[config.mk]
export PLATFORM = sky130hd
export DESIGN_NAME = mem_access_ctrl
export DESIGN_NICKNAME = d
export VERILOG_FILES = /design/src/rtl/mem_pkg.sv /design/src/rtl/mem_lane_unit.sv /design/src/rtl/mem_access_ctrl.sv
export SDC_FILE = /design/constraint.sdc
export NUM_CORES = 1
export LEC_CHECK = 0
export CORE_ASPECT_RATIO = 1.5
export CORE_MARGIN = 1.5
export CORE_UTILIZATION = 53
export DETAILED_ROUTE_END_ITERATION = 8
export HOLD_SLACK_MARGIN = 0.08
export PLACE_DENSITY = 0.87
export SLEW_MARGIN = 0
export SYNTH_ARGS = -nofsm -noshare
export SYNTH_HDL_FRONTEND = slang
export SYNTH_SLANG_ARGS = --single-unit
export TNS_END_PERCENT = 100
[constraint.sdc]
create_clock -name clk -period 4.95 [get_ports clk]
set_input_delay 0.495 -clock clk [delete_from_list [all_inputs] [get_ports clk]]
set_output_delay 0.495 -clock clk [all_outputs]
set_load 0.05 [all_outputs]
[src/rtl/mem_pkg.sv]
// Shared encodings and defaults for the MEM-stage access controller.
package mem_pkg;

   localparam logic [1:0] SZ_BYTE = 2'd0;
   localparam logic [1:0] SZ_HALF = 2'd1;
   localparam logic [1:0] SZ_WORD = 2'd2;

   typedef logic [2:0] mem_state_t;

   localparam mem_state_t ST_IDLE   = 3'd0;
   localparam mem_state_t ST_LOAD   = 3'd1;
   localparam mem_state_t ST_STORE  = 3'd2;
   localparam mem_state_t ST_RMW_RD = 3'd3;
   localparam mem_state_t ST_RMW_WR = 3'd4;
   localparam mem_state_t ST_RESP   = 3'd5;

   localparam int DEFAULT_BASE_ADDR   = 1024;
   localparam int DEFAULT_DEPTH_WORDS = 64;

endpackage

[src/rtl/mem_lane_unit.sv]
// Little-endian lane logic: load extract/extend and sub-word store merge.
module mem_lane_unit
   import mem_pkg::*;
(
   input  logic [31:0] word,
   input  logic [1:0]  lane,
   input  logic [1:0]  size,
   input  logic        is_unsigned,
   input  logic [31:0] wdata,
   output logic [31:0] load_data,
   output logic [31:0] store_word
);

   logic [7:0]  byte_v;
   logic [15:0] half_v;

   always_comb begin
      byte_v = word[7:0];
      case (lane)
         2'd1:    byte_v = word[15:8];
         2'd2:    byte_v = word[23:16];
         2'd3:    byte_v = word[31:24];
         default: byte_v = word[7:0];
      endcase
      half_v = lane[1] ? word[31:16] : word[15:0];

      load_data = word;
      case (size)
         SZ_BYTE: load_data = is_unsigned ? {24'd0, byte_v} : {{24{byte_v[7]}}, byte_v};
         SZ_HALF: load_data = is_unsigned ? {16'd0, half_v} : {{16{half_v[15]}}, half_v};
         default: load_data = word;
      endcase

      store_word = word;
      case (size)
         SZ_BYTE: begin
            case (lane)
               2'd1:    store_word[15:8]  = wdata[7:0];
               2'd2:    store_word[23:16] = wdata[7:0];
               2'd3:    store_word[31:24] = wdata[7:0];
               default: store_word[7:0]   = wdata[7:0];
            endcase
         end
         SZ_HALF: begin
            if (lane[1]) store_word[31:16] = wdata[15:0];
            else         store_word[15:0]  = wdata[15:0];
         end
         default: store_word = wdata;
      endcase
   end

endmodule

[src/rtl/mem_access_ctrl.sv]
// MEM-stage initiator: one request at a time, sub-word access via lane unit.
//
// state     | meaning
// ----------+---------------------------------------------
// IDLE      | ready for a request, checks size/alignment/range
// LOAD      | memory read, lane result captured into response
// STORE     | full-word memory write
// RMW_RD    | read old word for a sub-word store
// RMW_WR    | write merged word
// RESP      | one-cycle response pulse
module mem_access_ctrl
   import mem_pkg::*;
#(
   parameter int WORD_SIZE    = 32,
   parameter int ADDRESS_SIZE = 32,
   parameter int BASE_ADDR    = DEFAULT_BASE_ADDR,
   parameter int DEPTH_WORDS  = DEFAULT_DEPTH_WORDS
)(
   input  logic                    clk,
   input  logic                    rst_n,
   input  logic                    req_valid,
   output logic                    req_ready,
   input  logic                    req_write,
   input  logic [1:0]              req_size,
   input  logic                    req_unsigned,
   input  logic [ADDRESS_SIZE-1:0] req_addr,
   input  logic [WORD_SIZE-1:0]    req_wdata,
   output logic                    resp_valid,
   output logic                    resp_err,
   output logic [WORD_SIZE-1:0]    resp_rdata,
   output logic [ADDRESS_SIZE-1:0] Address,
   output logic [WORD_SIZE-1:0]    WriteData,
   output logic                    MemRead,
   output logic                    MemWrite,
   input  logic [WORD_SIZE-1:0]    ReadData
);

   localparam logic [ADDRESS_SIZE:0] ADDR_LO = (ADDRESS_SIZE+1)'(BASE_ADDR);
   localparam logic [ADDRESS_SIZE:0] ADDR_HI = (ADDRESS_SIZE+1)'(BASE_ADDR)
                                             + (ADDRESS_SIZE+1)'(4 * DEPTH_WORDS);

   mem_state_t              state;
   logic                    write_q;
   logic [1:0]              size_q;
   logic                    unsigned_q;
   logic [ADDRESS_SIZE-1:0] addr_q;
   logic [WORD_SIZE-1:0]    wdata_q;
   logic [WORD_SIZE-1:0]    old_q;
   logic                    err_q;
   logic [WORD_SIZE-1:0]    rdata_q;

   logic                    req_bad;
   logic                    misaligned;
   logic                    out_of_range;
   logic [31:0]             lane_word;
   logic [31:0]             load_data;
   logic [31:0]             store_word;

   always_comb begin
      misaligned   = ((req_size == SZ_HALF) && req_addr[0]) ||
                     ((req_size == SZ_WORD) && (req_addr[1:0] != 2'b00));
      out_of_range = ({1'b0, req_addr} < ADDR_LO) || ({1'b0, req_addr} >= ADDR_HI);
      req_bad      = (req_size == 2'd3) || misaligned || out_of_range;
   end

   // The merge works on the captured old word; loads extract straight from memory.
   assign lane_word = (state == ST_RMW_WR) ? old_q : ReadData;

   mem_lane_unit u_lane (
      .word        (lane_word),
      .lane        (addr_q[1:0]),
      .size        (size_q),
      .is_unsigned (unsigned_q),
      .wdata       (wdata_q),
      .load_data   (load_data),
      .store_word  (store_word)
   );

   always_ff @(posedge clk or negedge rst_n) begin
      if (!rst_n) begin
         state      <= ST_IDLE;
         write_q    <= 1'b0;
         size_q     <= SZ_BYTE;
         unsigned_q <= 1'b0;
         addr_q     <= '0;
         wdata_q    <= '0;
         old_q      <= '0;
         err_q      <= 1'b0;
         rdata_q    <= '0;
      end else begin
         case (state)
            ST_IDLE: begin
               if (req_valid) begin
                  write_q    <= req_write;
                  size_q     <= req_size;
                  unsigned_q <= req_unsigned;
                  addr_q     <= req_addr;
                  wdata_q    <= req_wdata;
                  if (req_bad) begin
                     err_q <= 1'b1;
                     state <= ST_RESP;
                  end else if (!req_write) begin
                     state <= ST_LOAD;
                  end else if (req_size == SZ_WORD) begin
                     state <= ST_STORE;
                  end else begin
                     state <= ST_RMW_RD;
                  end
               end
            end
            ST_LOAD: begin
               rdata_q <= load_data;
               state   <= ST_RESP;
            end
            ST_STORE:  state <= ST_RESP;
            ST_RMW_RD: begin
               old_q <= ReadData;
               state <= ST_RMW_WR;
            end
            ST_RMW_WR: state <= ST_RESP;
            ST_RESP: begin
               err_q   <= 1'b0;
               rdata_q <= '0;
               state   <= ST_IDLE;
            end
            default:   state <= ST_IDLE;
         endcase
      end
   end

   always_comb begin
      MemRead   = 1'b0;
      MemWrite  = 1'b0;
      Address   = '0;
      WriteData = '0;
      case (state)
         ST_LOAD, ST_RMW_RD: begin
            MemRead = 1'b1;
            Address = {addr_q[ADDRESS_SIZE-1:2], 2'b00};
         end
         ST_STORE: begin
            MemWrite  = 1'b1;
            Address   = {addr_q[ADDRESS_SIZE-1:2], 2'b00};
            WriteData = wdata_q;
         end
         ST_RMW_WR: begin
            MemWrite  = 1'b1;
            Address   = {addr_q[ADDRESS_SIZE-1:2], 2'b00};
            WriteData = store_word;
         end
         default: ;
      endcase
   end

   assign req_ready  = (state == ST_IDLE) && rst_n;
   assign resp_valid = (state == ST_RESP);
   assign resp_err   = err_q;
   assign resp_rdata = rdata_q;

endmodule

After elaboration in Yosys (flattened, before gate mapping)
Cells that the tools add are included.
- register bits: 135
- latch bits: 0
- memory bits (writable): 0
- bits in read-only memories: 0
- input port bits: 103
- output and inout port bits: 101
- word-level logic and storage cells: 69
- memories kept: 0
- $add $sub $neg: 0
- multiply operators: 0
- divide/modulo/power cells: 0
- order comparisons: 2
- eq/ne operators: 14
- shift-type cells: 0
- muxes and demuxes: 26
- bitwise logic cells: 0
- reduce and logical (&&, ||, !) cells: 19
- operators with widths (cell ; number):
    $pmux W32 S2 ; 4
    $mux W32 ; 4
    $mux W16 ; 3
    $ge A32 B11 Y1 const B ; 1
    $lt A32 B11 Y1 const B ; 1
    $mux W8 ; 4
    $pmux W8 S3 ; 1
    $pmux W3 S3 ; 1
    $eq A2 B2 Y1 const B ; 4
    $eq A2 B1 Y1 const B ; 3
    $eq A3 B2 Y1 const B ; 2
    $eq A3 B3 Y1 const B ; 2
    $mux W3 ; 2
    $reduce_bool A2 Y1 ; 3
    $reduce_or A3 Y1 ; 2
    $mux W1 ; 5
    $logic_or A1 B1 Y1 ; 4
    $ne A2 B2 Y1 const B ; 2
    $reduce_or A2 Y1 ; 2
    $reduce_or A4 Y1 ; 1
    $eq A3 B1 Y1 const B ; 1
    $logic_and A1 B1 Y1 ; 3
    $logic_not A3 Y1 ; 1
    $reduce_and A3 Y1 ; 1
    4 further kinds ; 4

Depth between registers and ports, before layout
Gate-level depths: netlist of the first run.
- word-level depth: 8
- gate-level depth with buffers: 8
- mapped depth without buffers: 5

Hierarchy
Synthesis of the first run repeated with hierarchy kept, for this count alone.
- cells, all modules: 734
- area total of the unflattened synthesis: 7798.7 µm²
- by module, submodules not included (module ; instances ; cells an instance ; area an instance (µm²) ; seq. area each (µm²)):
    mem_access_ctrl ; 1 ; 498 ; 6144.6 ; 3378.2
    mem_lane_unit ; 1 ; 236 ; 1654.1 ; 0.0

Worst setup path after synthesis of the first run
OpenSTA, ideal clock, no wires.
- kind: register -> output
- start: register state[0]
- end: output WriteData[20]
- arrival: 2.781 ns
- data required time: 4.455 ns
- slack: 1.674 ns
- cell stages (with the launch flop): 9
- buffers on the path: 3
- path through: dfrtp_1 -> buf_2 -> or3b_1 -> buf_4 -> buf_4 -> mux2i_1 -> a21oi_1 -> a221oi_1 -> o21ai_0
- word-level cells in the longest chain between the ends: 5
- elaborated cells on any way between the ends: 7
- classes of those cells: 2 x eq/ne; 5 x mux
- RTL lines (item ; RTL line ; RTL):
    start, declared ; mem_access_ctrl.sv:42 ; mem_state_t state;
    start signal, assigned ; mem_access_ctrl.sv:81 ; state <= ST_IDLE;
    start signal, assigned ; mem_access_ctrl.sv:101 ; state <= ST_RESP;
    start signal, assigned ; mem_access_ctrl.sv:103 ; state <= ST_LOAD;
    $eq A3 B3 Y1 ; mem_access_ctrl.sv:67, mem_access_ctrl.sv:136 ;
    $mux W32 ; mem_access_ctrl.sv:67 ; assign lane_word = (state == ST_RMW_WR) ? old_q : ReadData;
    $mux W16 / $mux W8 (equally long branches) ; mem_lane_unit.sv:45, mem_lane_unit.sv:37 ;
    $pmux W32 S2 ; mem_lane_unit.sv:35 ; case (size)
    $pmux W32 S2 (*) ; mem_access_ctrl.sv:136 ; case (state)
    end, declared ; mem_access_ctrl.sv:32 ; output logic [WORD_SIZE-1:0] WriteData,
Every way passes the cells marked *; elsewhere a longest branch is shown, timed or not.

Worst setup path in the final report of the first run
- start: register state[0]
- end: output WriteData[7]
The elaborated chain is that of the path after synthesis.

==> key figures, run 1 <==
Global routing
  – GRT Total Usage: 34.1%
  – Global-route wire length before repair: 38500 um
  – Largest net degree at the start of global routing: 80
  – Initial antenna violation count: 2
  – GR Overflow Total: 0
  – Number of global-route vias before repair: 7197

CTS
  – Hold_buf cts: 0
  – Setup bufs post-CTS: 0
  – CTS max path bufs: 2
  – Inserted Clock Buffers: 17
  – Clk sink count: 135
  – CTS tree: yes
  – Post-CTS sizing: 0
  – H-tree lvl count: 4
  – Worst-skew pair later-pin latency: 430 ps
  – Root buffer cell: clkbuf_16
  – Worst-path clk slew: 60 ps

STA
  – Clock Skews: 9.10 ps
  – Final setup vio count: 0
  – Worst Max-Slew Pin Slew: 1010 ps
  – RSZ-0062 raised after global routing: false
  – Max-slew violations: 0
  – Setup TNS: 0 ps
  – Tmin final: 4330 ps
  – Slew margin rel.: 33.0%
  – Final Cycle Share: 87.5%
  – Max Freq: 0.231 GHz
  – Hold Vio Cnt, Final: 0

Routing
  – DRT Wirelength: 25100 um
  – Starting DRT DRC Count: 774
  – Routed vias/inst: 6.07
  – Post-route ant nets: 0
  – Via count: 7449
  – Wire per inst: 20.4 um
  – Detailed Routing Iterations Pass 1: 7
  – # DRC: 0

Finish
  – Area Overhead vs Synth: 35.7%
  – Fin cells: 1227
  – Area occupied by multi-input gates: 0.00377 mm^2
  – Layout filler cell count: 1031
  – Share of post-route cells with drive strength above 1: 9.34%
  – Layout Nets: 1150
  – Reg area: 0.00338 mm^2

Logic synthesis
  – Synth warnings: 0
  – Synth async-reset ratio: 100%
  – Flops & latches, synth: 135
  – Synthesized area per cell: 8.53 um^2
  – Post-synth EDFFs: 0
  – Main synth FF type: dfrtp_1
  – Synth Instances: 879
  – Netlist cell types: 51
  – Post-Syn Area: 0.00750 mm^2
  – Sequential area share after synthesis: 45.1%

Setup path
  – Crit-path leading delay family: buffers and inverters
  – CP arrival: 3840 ps
  – Critical path buffers and inverters: 2
  – Startpoint types: flop
  – CP max stage delay: 850 ps
  – Crit-path max FO: 34
  – Critical setup path kind: reg2out
  – Setup crit end kind: output port
  – Crit-path slowest cell: or3b_2
  – Worst Path Required: 4450 ps
  – Critical path cell sequence: or3b_2 > buf_12 > o21ai_0 > a32o_1 > clkdlybuf4s50_1

Hold path
  – HP Class: in2async

Placement
  – Placer Congestion: 1.02
  – Port Buffers: 201
  – DP Wirelength: 17900 um
  – Placed Cells: 1193

Power
  – Maximum vdd drop: 0.500 mV
  – Total Power: 7.49 mW
  – Pleak: 4.64 nW
  – Power density over the cells: 736 mW/mm^2

Floorplan
  – Core box area: 0.0139 mm^2
  – Die X-Extent: 100 um
  – Die area: 0.0149 mm^2
  – Row cnt: 53
  – Chip height: 149 um
  – Num ports: 204
  – Initial Util: 53.8%

Job
  – Max-Cap Viols: 0

Status
  – Status: complete, no violations
[state kept, by name (all words and copies together), names as in the netlist]
| name | cells |
|---|---|
| addr_q | 32 |
| old_q | 32 |
| resp_err | 1 |
| resp_rdata | 32 |
| size_q | 2 |
| state | 3 |
| unsigned_q | 1 |
| wdata_q | 32 |
[cell usage after synthesis, types with 12 or more instances]
library cell | instances | area share (%)
a21oi_1 | 41 | 2.7
a221oi_1 | 21 | 2.5
a22o_1 | 19 | 2.2
and2_1 | 36 | 3.0
clkbuf_1 | 55 | 2.8
dfrtp_1 | 135 | 45
inv_1 | 21 | 1.1
mux2_2 | 31 | 4.7
mux2i_1 | 35 | 4.7
nand2_1 | 270 | 14
nor2_1 | 53 | 2.7
o21ai_0 | 52 | 3.5
o22ai_1 | 12 | 1.0
[cell type report]
type / count / share of cell area [%]
Timing Repair Buffer: 216 / 21.0
Antenna cell: 2 / 0.0492
Sequential cell: 135 / 33.2
Inverter: 21 / 0.775
Clock buffer: 18 / 4.22
Tap cell: 165 / 2.03
Multi-Input combinational cell: 656 / 37.0
Clock inverter: 14 / 1.71
[placed cells by master, fill, tap and decap left out, types with 3 or more instances in the layout]
cell type        Yosys  layout
o221ai_1             8       8
clkdlybuf4s50_1      0     200
clkinvlp_4           0       4
nor2_1              53      52
and2_1              36      35
nor4_1               5       5
a32o_1               5       5
nor2b_1              3       3
o21ai_0             52      52
clkbuf_16            0      17
dfrtp_1            135     135
inv_6                0       3
a221oi_1            21      21
inv_1               21      21
nand2_1            270     269
mux2i_1             35      35
a22o_1              19      19
o21a_1               8       8
o22ai_1             12      12
o41ai_1              4       4
bufinv_16            0       3
o21ai_2             10      10
buf_4                5      15
mux2_2              31      31
a21oi_1             41      41
o21ai_1              5       5
nand2b_1             4       4
[where the power goes]
part	total, mW	internal, mW	leakage [nW]	switching [mW]
clock	1.30	0.795	0.283	0.507
combinational	4.32	1.46	2.68	2.86
sequential	1.86	1.47	1.68	0.395
[worst paths after layout]
check                                start        endpoint  slack [ps]  cells after the start
worst max-delay path              state[0]    WriteData[7]         620                      5
worst min-delay path                 rst_n       addr_q[7]         110                      1
worst max register to register    state[2]  resp_rdata[16]        1980                      6
worst min register to register  addr_q[25]      addr_q[25]         470                      2
max in group asynchronous            rst_n     wdata_q[26]        3340                      2
min in group clk                addr_q[25]      addr_q[25]         470                      2
[cell families (layout without fill, tap and decap cells)]
logic type | Yosys count | in the layout | synth area share [%]
adders and majority gates | 1 | 1 | 0.133
AOI/OAI and AO/OA | 199 | 199 | 18.2
other | 1 | 4 | 0.0500
and+or+nand+nor | 386 | 386 | 21.7
buffers and inverters | 89 | 269 | 4.87
DFF | 135 | 135 | 45.1
muxes | 68 | 68 | 9.98
[layer usage]
metal  up-vias  share of wire (%)  global-route usage (%)
met5         -                  0                       0
met4         0                7.1                    22.5
met3       128                9.7                    8.41
met2       498                 48                    55.1
met1      3465                 35                    40.0
li1       3358                  -                       -
[stage by stage]
step | util [%] | setup WS [ps] | hold WS, ps | instance area [um^2]
2_1_floorplan | - | 1670 | 199 | 7500
3_3_place_gp | 68.7 | 1190 | 450 | 9570
3_5_place_dp | 68.7 | 1160 | 455 | 9570
4_1_cts | 73.0 | 689 | 147 | 10200
5_1_grt | 73.1 | 477 | 185 | 10200
6_report | 73.1 | 617 | 109 | 10200
Note: power is estimated with default switching activity, not from simulation.
==> inputs of run 2 (changes only) <==
--- a/config.mk
+++ b/config.mk
@@ -7,10 +7,11 @@
 export LEC_CHECK = 0
 export CORE_ASPECT_RATIO = 1.5
 export CORE_MARGIN = 1.5
-export CORE_UTILIZATION = 53
+export CORE_UTILIZATION = 44
+export CTS_BUF_LIST = sky130_fd_sc_hd__clkbuf_4 sky130_fd_sc_hd__clkbuf_8 sky130_fd_sc_hd__clkbuf_16
 export DETAILED_ROUTE_END_ITERATION = 8
 export HOLD_SLACK_MARGIN = 0.08
-export PLACE_DENSITY = 0.87
+export PLACE_DENSITY = 0.77
 export SLEW_MARGIN = 0
 export SYNTH_ARGS = -nofsm -noshare
 export SYNTH_HDL_FRONTEND = slang
==> constraint.sdc (replaced) <==
create_clock -name clk -period 3.8 [get_ports clk]
set_input_delay 0.76 -clock clk [delete_from_list [all_inputs] [get_ports clk]]
set_output_delay 0.76 -clock clk [all_outputs]
set_load 0.05 [all_outputs]
==> run 2 against run 1 <==
Effect of this change:
- design area up 0.38%
- setup slack lost 520 ps
- highest routed layer unchanged
- largest power group unchanged
- count of clock-buffer cells in the layout rose by 1
- total power up 30%
==> key figures, run 2 (same netlist as run 1, synthesis figures left out) <==
Status
  – Status: complete, no violations

CTS
  – Worst-skew pair later-pin latency: 430 ps (about the same)
  – Root buffer cell: clkbuf_16
  – Setup bufs post-CTS: 0 (unchanged)
  – Clk sink count: 135 (unchanged)
  – Worst-path clk slew: 60 ps (about the same)
  – Inserted Clock Buffers: 17 (unchanged)
  – CTS max path bufs: 2 (unchanged)
  – CTS tree: yes
  – H-tree lvl count: 4 (unchanged)

Routing
  – Starting DRT DRC Count: 593 (-23%)
  – Post-route ant nets: 0 (unchanged)
  – Detailed Routing Iterations Pass 1: 6 (-1)
  – Routed vias/inst: 5.73 (-5.5%)
  – DRT Wirelength: 25200 um (+0.46%)
  – Wire per inst: 19.7 um (-3.6%)
  – Via count: 7335 (-1.5%)
  – # DRC: 0 (unchanged)

Setup path
  – Critical setup path kind: reg2out
  – Worst Path Required: 3040 ps (-1410 ps)
  – Setup crit end kind: output port
  – Crit-path slowest cell: or3b_2
  – Critical path buffers and inverters: 3 (+1)
  – Crit-path max FO: 56 (+65%)
  – Startpoint types: flop
  – CP arrival: 2940 ps (-900 ps)
  – Crit-path leading delay family: simple AND/OR/NAND/NOR gates
  – CP max stage delay: 560 ps (-290 ps)
  – Critical path cell sequence: or3b_2 > buf_12 > mux2i_1 > inv_1 > a221oi_1 > o21ai_0 > buf_4

Floorplan
  – Num ports: 204 (unchanged)
  – Row cnt: 58 (+9.4%)
  – Chip height: 163 um (+9.6%)
  – Die X-Extent: 110 um (+9.5%)
  – Core box area: 0.0167 mm^2 (+20%)
  – Die area: 0.0179 mm^2 (+20%)
  – Initial Util: 44.9% (-8.9 points)

Placement
  – DP Wirelength: 18300 um (+2.4%)
  – Placement Cell Area: 0.00960 mm^2 (+0.37%)
  – Placer Congestion: 0.916 (-9.8%)
  – Port Buffers: 201 (unchanged)
  – Pre-CTS setup slack: 481 ps (-681 ps)

Finish
  – Finished Core Util: 61.2% (-12 points)
  – Share of post-route cells with drive strength above 1: 16.2% (+6.8 points)
  – Layout filler cell count: 1445 (+40%)
  – Ant diodes: 0 (-2)
  – Layout Nets: 1159 (+0.78%)
  – Leading cell types in the layout, fill and taps excluded: nand2_1 (269), clkdlybuf4s50_1 (139), dfrtp_1 (135), buf_4 (79), nor2_1 (53)
  – Final instance area: 0.0102 mm^2 (+0.38%)
  – Area Overhead vs Synth: 36.2%
  – Most common cell after layout, fill and taps aside: nand2_1

STA
  – Max Freq: 0.270 GHz
  – Slew margin rel.: 40.0% (+7.0 points)
  – Final Cycle Share: 97.4%
  – Worst Max-Slew Pin Slew: 896 ps (-109 ps)
  – Max-slew violations: 0 (unchanged)
  – Tmin final: 3700 ps
  – Hold Vio Cnt, Final: 0 (unchanged)
  – Final WS setup: 100 ps (-517 ps)
  – RSZ-0062 raised after global routing: false
  – Setup TNS: 0 ps (unchanged)
  – Clock Skews: 12.2 ps (+3.05 ps)
  – Final setup vio count: 0 (unchanged)

Power
  – Pint: 4.87 mW (+31%)
  – Pleak: 4.80 nW (+3.5%)
  – Comb pwr share: 58.2% (+0.4 points)
  – Clk network pwr share: 17.3% (about the same)
  – Switching Fraction: 50.0% (-0.25 points)
  – Power density over the cells: 954 mW/mm^2 (+30%)
  – Maximum vdd drop: 0.562 mV (+12%)
  – P_sw: 4.87 mW (+29%)
  – Total Power: 9.74 mW (+30%)
  – Register share of total power: 24.5% (-0.4 points)

Global routing
  – Number of global-route vias before repair: 7284 (+1.2%)
  – Initial antenna violation count: 0 (-2)
  – Largest net degree at the start of global routing: 58 (-28%)
  – Global-route wire length before repair: 39400 um (+2.3%)
  – GR Overflow Total: 0 (unchanged)
  – GRT Total Usage: 29.5% (-4.6 points)

Hold path
  – HP Class: in2async

Job
  – Max-Cap Viols: 0 (unchanged)
run 2: cell count changes in the layout (fill, tap and decap cells not counted), sizes merged:
cell,previous run,this run
diode,2,0
clkinv,4,8
clkinvlp,4,2
clkbuf,18,19
buf,16,86
clkdlybuf4s50,200,139
inv,24,21
run 2: power groups by stage:
stage | Sequential (mW) | Combinational, mW | Clock, mW
finish | 2.38 | 5.67 | 1.69
global route | 2.43 | 6.03 | 1.76
CTS | 2.36 | 5.63 | 1.69
detailed placement | 2.38 | 5.60 | 0
global placement | 2.37 | 5.54 | 0
floorplan | 2.56 | 3.55 | 0
run 2: path summary, 6_finish.rpt:
kind	slack, ps	start	cells after the start	endpoint
hold / removal	190	rst_n	1	addr_q[3]
setup reg to reg	770	state[2]	6	resp_rdata[21]
max in group asynchronous	2570	rst_n	2	old_q[13]
setup / recovery	100	state[0]	7	WriteData[26]
hold reg to reg	460	addr_q[30]	2	addr_q[30]
min in group clk	460	addr_q[30]	2	addr_q[30]
run 2: area by class of cell:
class | count | area (um^2) | area share (%)
Timing Repair Buffer | 225 | 2120 | 20.7
Multi-Input combinational cell | 656 | 3780 | 37.0
Inverter | 21 | 78.8 | 0.772
Sequential cell | 135 | 3380 | 33.1
Clock inverter | 13 | 156 | 1.53
Tap cell | 210 | 263 | 2.57
Clock buffer | 19 | 440 | 4.31
run 2: timing repair:
item                                    in CTS  in global routing
hold buffers                                 0                  0
resized for setup                            0                  4
hold endpoints to repair                     0                  0
endpoints found under the setup margin       0                  4
run 2: per-layer routing:
layer / global-route usage, % / wire, um
met5: 0 / 0
met4: 17.7 / 1780
met3: 5.92 / 1920
met2: 49.2 / 12400
met1: 34.4 / 9070
run 2: stage by stage:
stage                     hold slack [ps]  instances
after floorplan                       437        880
after global placement                450       1247
after detailed placement              454       1247
after CTS                             204       1279
after global routing                  214       1279
final                                 194       1279
==> inputs of run 3 (changes only) <==
--- a/config.mk
+++ b/config.mk
@@ -5,13 +5,15 @@
 export SDC_FILE = /design/constraint.sdc
 export NUM_CORES = 1
 export LEC_CHECK = 0
+export ABC_AREA = 1
+export CAP_MARGIN = 20
 export CORE_ASPECT_RATIO = 1.5
 export CORE_MARGIN = 1.5
-export CORE_UTILIZATION = 44
+export CORE_UTILIZATION = 45
 export CTS_BUF_LIST = sky130_fd_sc_hd__clkbuf_4 sky130_fd_sc_hd__clkbuf_8 sky130_fd_sc_hd__clkbuf_16
 export DETAILED_ROUTE_END_ITERATION = 8
 export HOLD_SLACK_MARGIN = 0.08
-export PLACE_DENSITY = 0.77
+export PLACE_DENSITY = 0.78
 export SLEW_MARGIN = 0
 export SYNTH_ARGS = -nofsm -noshare
 export SYNTH_HDL_FRONTEND = slang
==> run 3 against run 2 <==
Effect of this change:
- setup slack gained 200 ps
- sequential share of layout area shrank 2.7 points
- final cell count grew 22%
- combinational power grew 34%
- sequential power shrank 5%
- worst hold slack lost 77 ps
- first-iteration DRC count grew 26%
- largest power group unchanged
- wire length grew 4.5%
- non-clock buffer count shrank 6
- count of clock-buffer cells in the layout shrank 2
- clock skew shrank 2.0 ps
==> key figures, run 3 <==
Power
  – Total Power: 11.7 mW (+20%)
  – Switching Fraction: 51.1% (+1.0 points)
  – Maximum vdd drop: 0.642 mV (+14%)
  – Pint: 5.73 mW (+18%)
  – Comb pwr share: 64.9% (+6.7 points)
  – P_sw: 5.98 mW (+23%)
  – Power density over the cells: 1050 mW/mm^2 (+10%)
  – Register share of total power: 19.3% (-5.2 points)
  – Pleak: 5.58 nW (+16%)
  – Clk network pwr share: 15.8% (-1.5 points)

Routing
  – Routed vias/inst: 5.28 (-7.9%)
  – DR WL met3: 1960 um (+2.2%)
  – Wire per inst: 16.9 um (-14%)
  – M1 WL: 9980 um (+10%)
  – DRT Wirelength: 26300 um (+4.5%)
  – Starting DRT DRC Count: 746 (+26%)
  – # DRC: 0 (unchanged)
  – Via count: 8226 (+12%)
  – Uppermost layer routed: met4
  – Detailed Routing Iterations Pass 1: 5 (-1)
  – Met2 wire length: 13000 um (+4.6%)
  – Post-route ant nets: 0 (unchanged)

Logic synthesis
  – Post-Syn Area: 0.00786 mm^2 (+4.9%)
  – Post-Synth XOR/XNOR Area: 0% (unchanged)
  – Most instantiated cells after synthesis: nand2_1 (455), o21ai_0 (144), inv_1 (136)
  – Synth Instances: 1156 (+32%)
  – Synth warnings: 0 (unchanged)
  – Most common cell in the netlist: nand2_1
  – Netlist cell types: 37 (-27%)
  – Main synth FF type: dfrtp_1
  – Synthesized area per cell: 6.80 um^2 (-20%)
  – Synth async-reset ratio: 100% (unchanged)
  – Adder-cell share of the synthesized area: 0% (-0.13 points)
  – Main combinational cell family by area after synthesis: simple AND/OR/NAND/NOR gates
  – Synth area leader: dfrtp_1
  – Sequential area share after synthesis: 43.0% (-2.1 points)
  – Largest cells by area after synthesis: dfrtp_1 (43%), nand2_1 (22%), o21ai_0 (9.2%)
  – Share of the synthesized area in the top cell type: 43.0% (-2.1 points)
  – Complex-gate fraction of the synthesized area: 16.8% (-1.5 points)
  – Post-synthesis mux area share: 0% (-10 points)
  – Simple-gate portion of the synthesized area: 29.4% (+7.8 points)
  – Flops & latches, synth: 135 (unchanged)
  – Post-synth EDFFs: 0 (unchanged)

STA
  – Max Freq: 0.286 GHz (+5.6%)
  – Clock Skews: 10.2 ps (-1.99 ps)
  – RSZ-0062 raised after global routing: false
  – Slew margin rel.: 38.3% (-1.7 points)
  – Tmin final: 3500 ps (-197 ps)
  – Final setup vio count: 0 (unchanged)
  – Hold Vio Cnt, Final: 0 (unchanged)
  – Final WS setup: 298 ps (+197 ps)
  – Final Cycle Share: 92.2% (-5.2 points)
  – Max-slew violations: 0 (unchanged)
  – Worst Max-Slew Pin Slew: 925 ps (+28.4 ps)
  – Setup TNS: 0 ps (unchanged)
  – Worst hold slack: 117 ps (-77.4 ps)

Setup path
  – Crit-path max FO: 40 (-29%)
  – Critical setup path kind: reg2out
  – CP arrival: 2740 ps (-200 ps)
  – Setup crit end kind: output port
  – Worst Path Required: 3040 ps (about the same)
  – Crit-path leading delay family: compound AO/OA/AOI/OAI gates
  – Crit-path slowest cell: dfrtp_1
  – Startpoint types: flop
  – Critical path buffers and inverters: 3 (unchanged)
  – Critical path cell sequence: nor2_4 > nand2_2 > buf_12 > nand2_1 > o21a_1 > nand2_1 > o211ai_1 > inv_1 > o21ai_0 > buf_12
  – CP max stage delay: 450 ps (-110 ps)

Global routing
  – GR Overflow Total: 0 (unchanged)
  – GRT Total Usage: 29.4% (-0.12 points)
  – Global-route wire length before repair: 41900 um (+6.2%)
  – Number of global-route vias before repair: 7928 (+8.8%)
  – Initial antenna violation count: 0 (unchanged)
  – Largest net degree at the start of global routing: 74 (+28%)

Finish
  – Most common cell after layout, fill and taps aside: nand2_1
  – Finished Core Util: 64.7% (+3.5 points)
  – Fin cells: 1558 (+22%)
  – Area Overhead vs Synth: 41.6%
  – Leading cell types in the layout, fill and taps excluded: nand2_1 (455), o21ai_0 (144), clkdlybuf4s50_1 (137), inv_1 (136), dfrtp_1 (135)
  – Share of post-route cells with drive strength above 1: 10.3% (-5.9 points)
  – Layout Nets: 1435 (+24%)
  – Final instance area: 0.0111 mm^2 (+9.0%)
  – Ant diodes: 0 (unchanged)

Hold path
  – HP Class: in2async

CTS
  – Inserted Clock Buffers: 17 (unchanged)
  – Setup bufs post-CTS: 0 (unchanged)
  – Root buffer cell: clkbuf_16
  – Worst-path clk slew: 60 ps (about the same)
  – Hold_buf cts: 0 (unchanged)
  – Clk sink count: 135 (unchanged)
  – Post-CTS sizing: 0 (unchanged)
  – Worst-skew pair later-pin latency: 440 ps (about the same)
  – CTS tree: yes
  – CTS max path bufs: 2 (unchanged)
  – H-tree lvl count: 4 (unchanged)

Placement
  – Pre-CTS setup slack: 701 ps (+221 ps)
  – Placer Congestion: 0.973 (+6.2%)
  – Placement Cell Area: 0.0105 mm^2 (+9.2%)
  – Port Buffers: 201 (unchanged)
  – Placed Cells: 1526 (+22%)
  – DP Wirelength: 19500 um (+6.5%)

Floorplan
  – Chip height: 165 um (+1.2%)
  – Initial Util: 45.7% (+0.79 points)
  – Row cnt: 59 (+1.7%)
  – Die area: 0.0183 mm^2 (+2.5%)
  – Num ports: 204 (unchanged)
  – Core box area: 0.0172 mm^2 (+3.1%)
  – Die X-Extent: 111 um (+1.2%)

Job
  – Max-Cap Viols: 0 (unchanged)

Status
  – Status: complete, no violations
==> run 3: cell count changes after synthesis, sizes merged, moves of 26 or more <==
cell | previous run | this run
o21ai | 67 | 160
mux2 | 31 | 0
nand2 | 270 | 457
a21oi | 41 | 15
mux2i | 35 | 0
nand3 | 2 | 36
and2 | 36 | 3
inv | 21 | 146
==> run 3: layer usage <==
| layer | GRT usage (%) | up-vias |
|---|---|---|
| met1 | 33.6 | 3771 |
| li1 | - | 4000 |
| met3 | 7.12 | 82 |
| met4 | 16.6 | 0 |
| met5 | 0 | - |
| met2 | 50.6 | 373 |
==> run 3: power groups by stage <==
| stage | sequential [mW] | combinational [mW] | clock (mW) |
|---|---|---|---|
| 4_1_cts | 2.26 | 7.57 | 1.86 |
| 3_5_place_dp | 2.27 | 7.53 | 0 |
| 3_3_place_gp | 2.25 | 7.47 | 0 |
| 5_1_grt | 2.32 | 8.12 | 1.92 |
| 6_report | 2.26 | 7.59 | 1.85 |
| 2_1_floorplan | 2.65 | 4.20 | 0 |
==> run 3: layout make-up <==
class / count / area [um^2]
fill: 1492 / 6060
clock inverter: 15 / 224
multi-input combinational: 813 / 3650
tap: 213 / 267
clock buffer: 17 / 425
timing repair buffer: 219 / 2640
sequential: 135 / 3380
inverter: 146 / 551
==> run 3: final timing paths <==
path                           startpoint        endpoint  slack (ps)  depth (start not counted)
hold reg to reg            resp_rdata[19]  resp_rdata[19]         480                          2
max in group asynchronous           rst_n       old_q[31]        2560                          2
hold / removal                      rst_n       old_q[12]         120                          1
min in group clk           resp_rdata[19]  resp_rdata[19]         480                          2
setup / recovery                 state[0]    WriteData[9]         300                         10
setup reg to reg                 state[0]   resp_rdata[5]        1440                          9
==> run 3: logic make-up (layout without fill, tap and decap cells) <==
| group | count (synthesis) | in the layout |
|---|---|---|
| other | 1 | 2 |
| AND/OR/NAND/NOR | 579 | 579 |
| buffers and inverters | 209 | 397 |
| AO/OA/AOI/OAI | 232 | 232 |
| flip-flops | 135 | 135 |
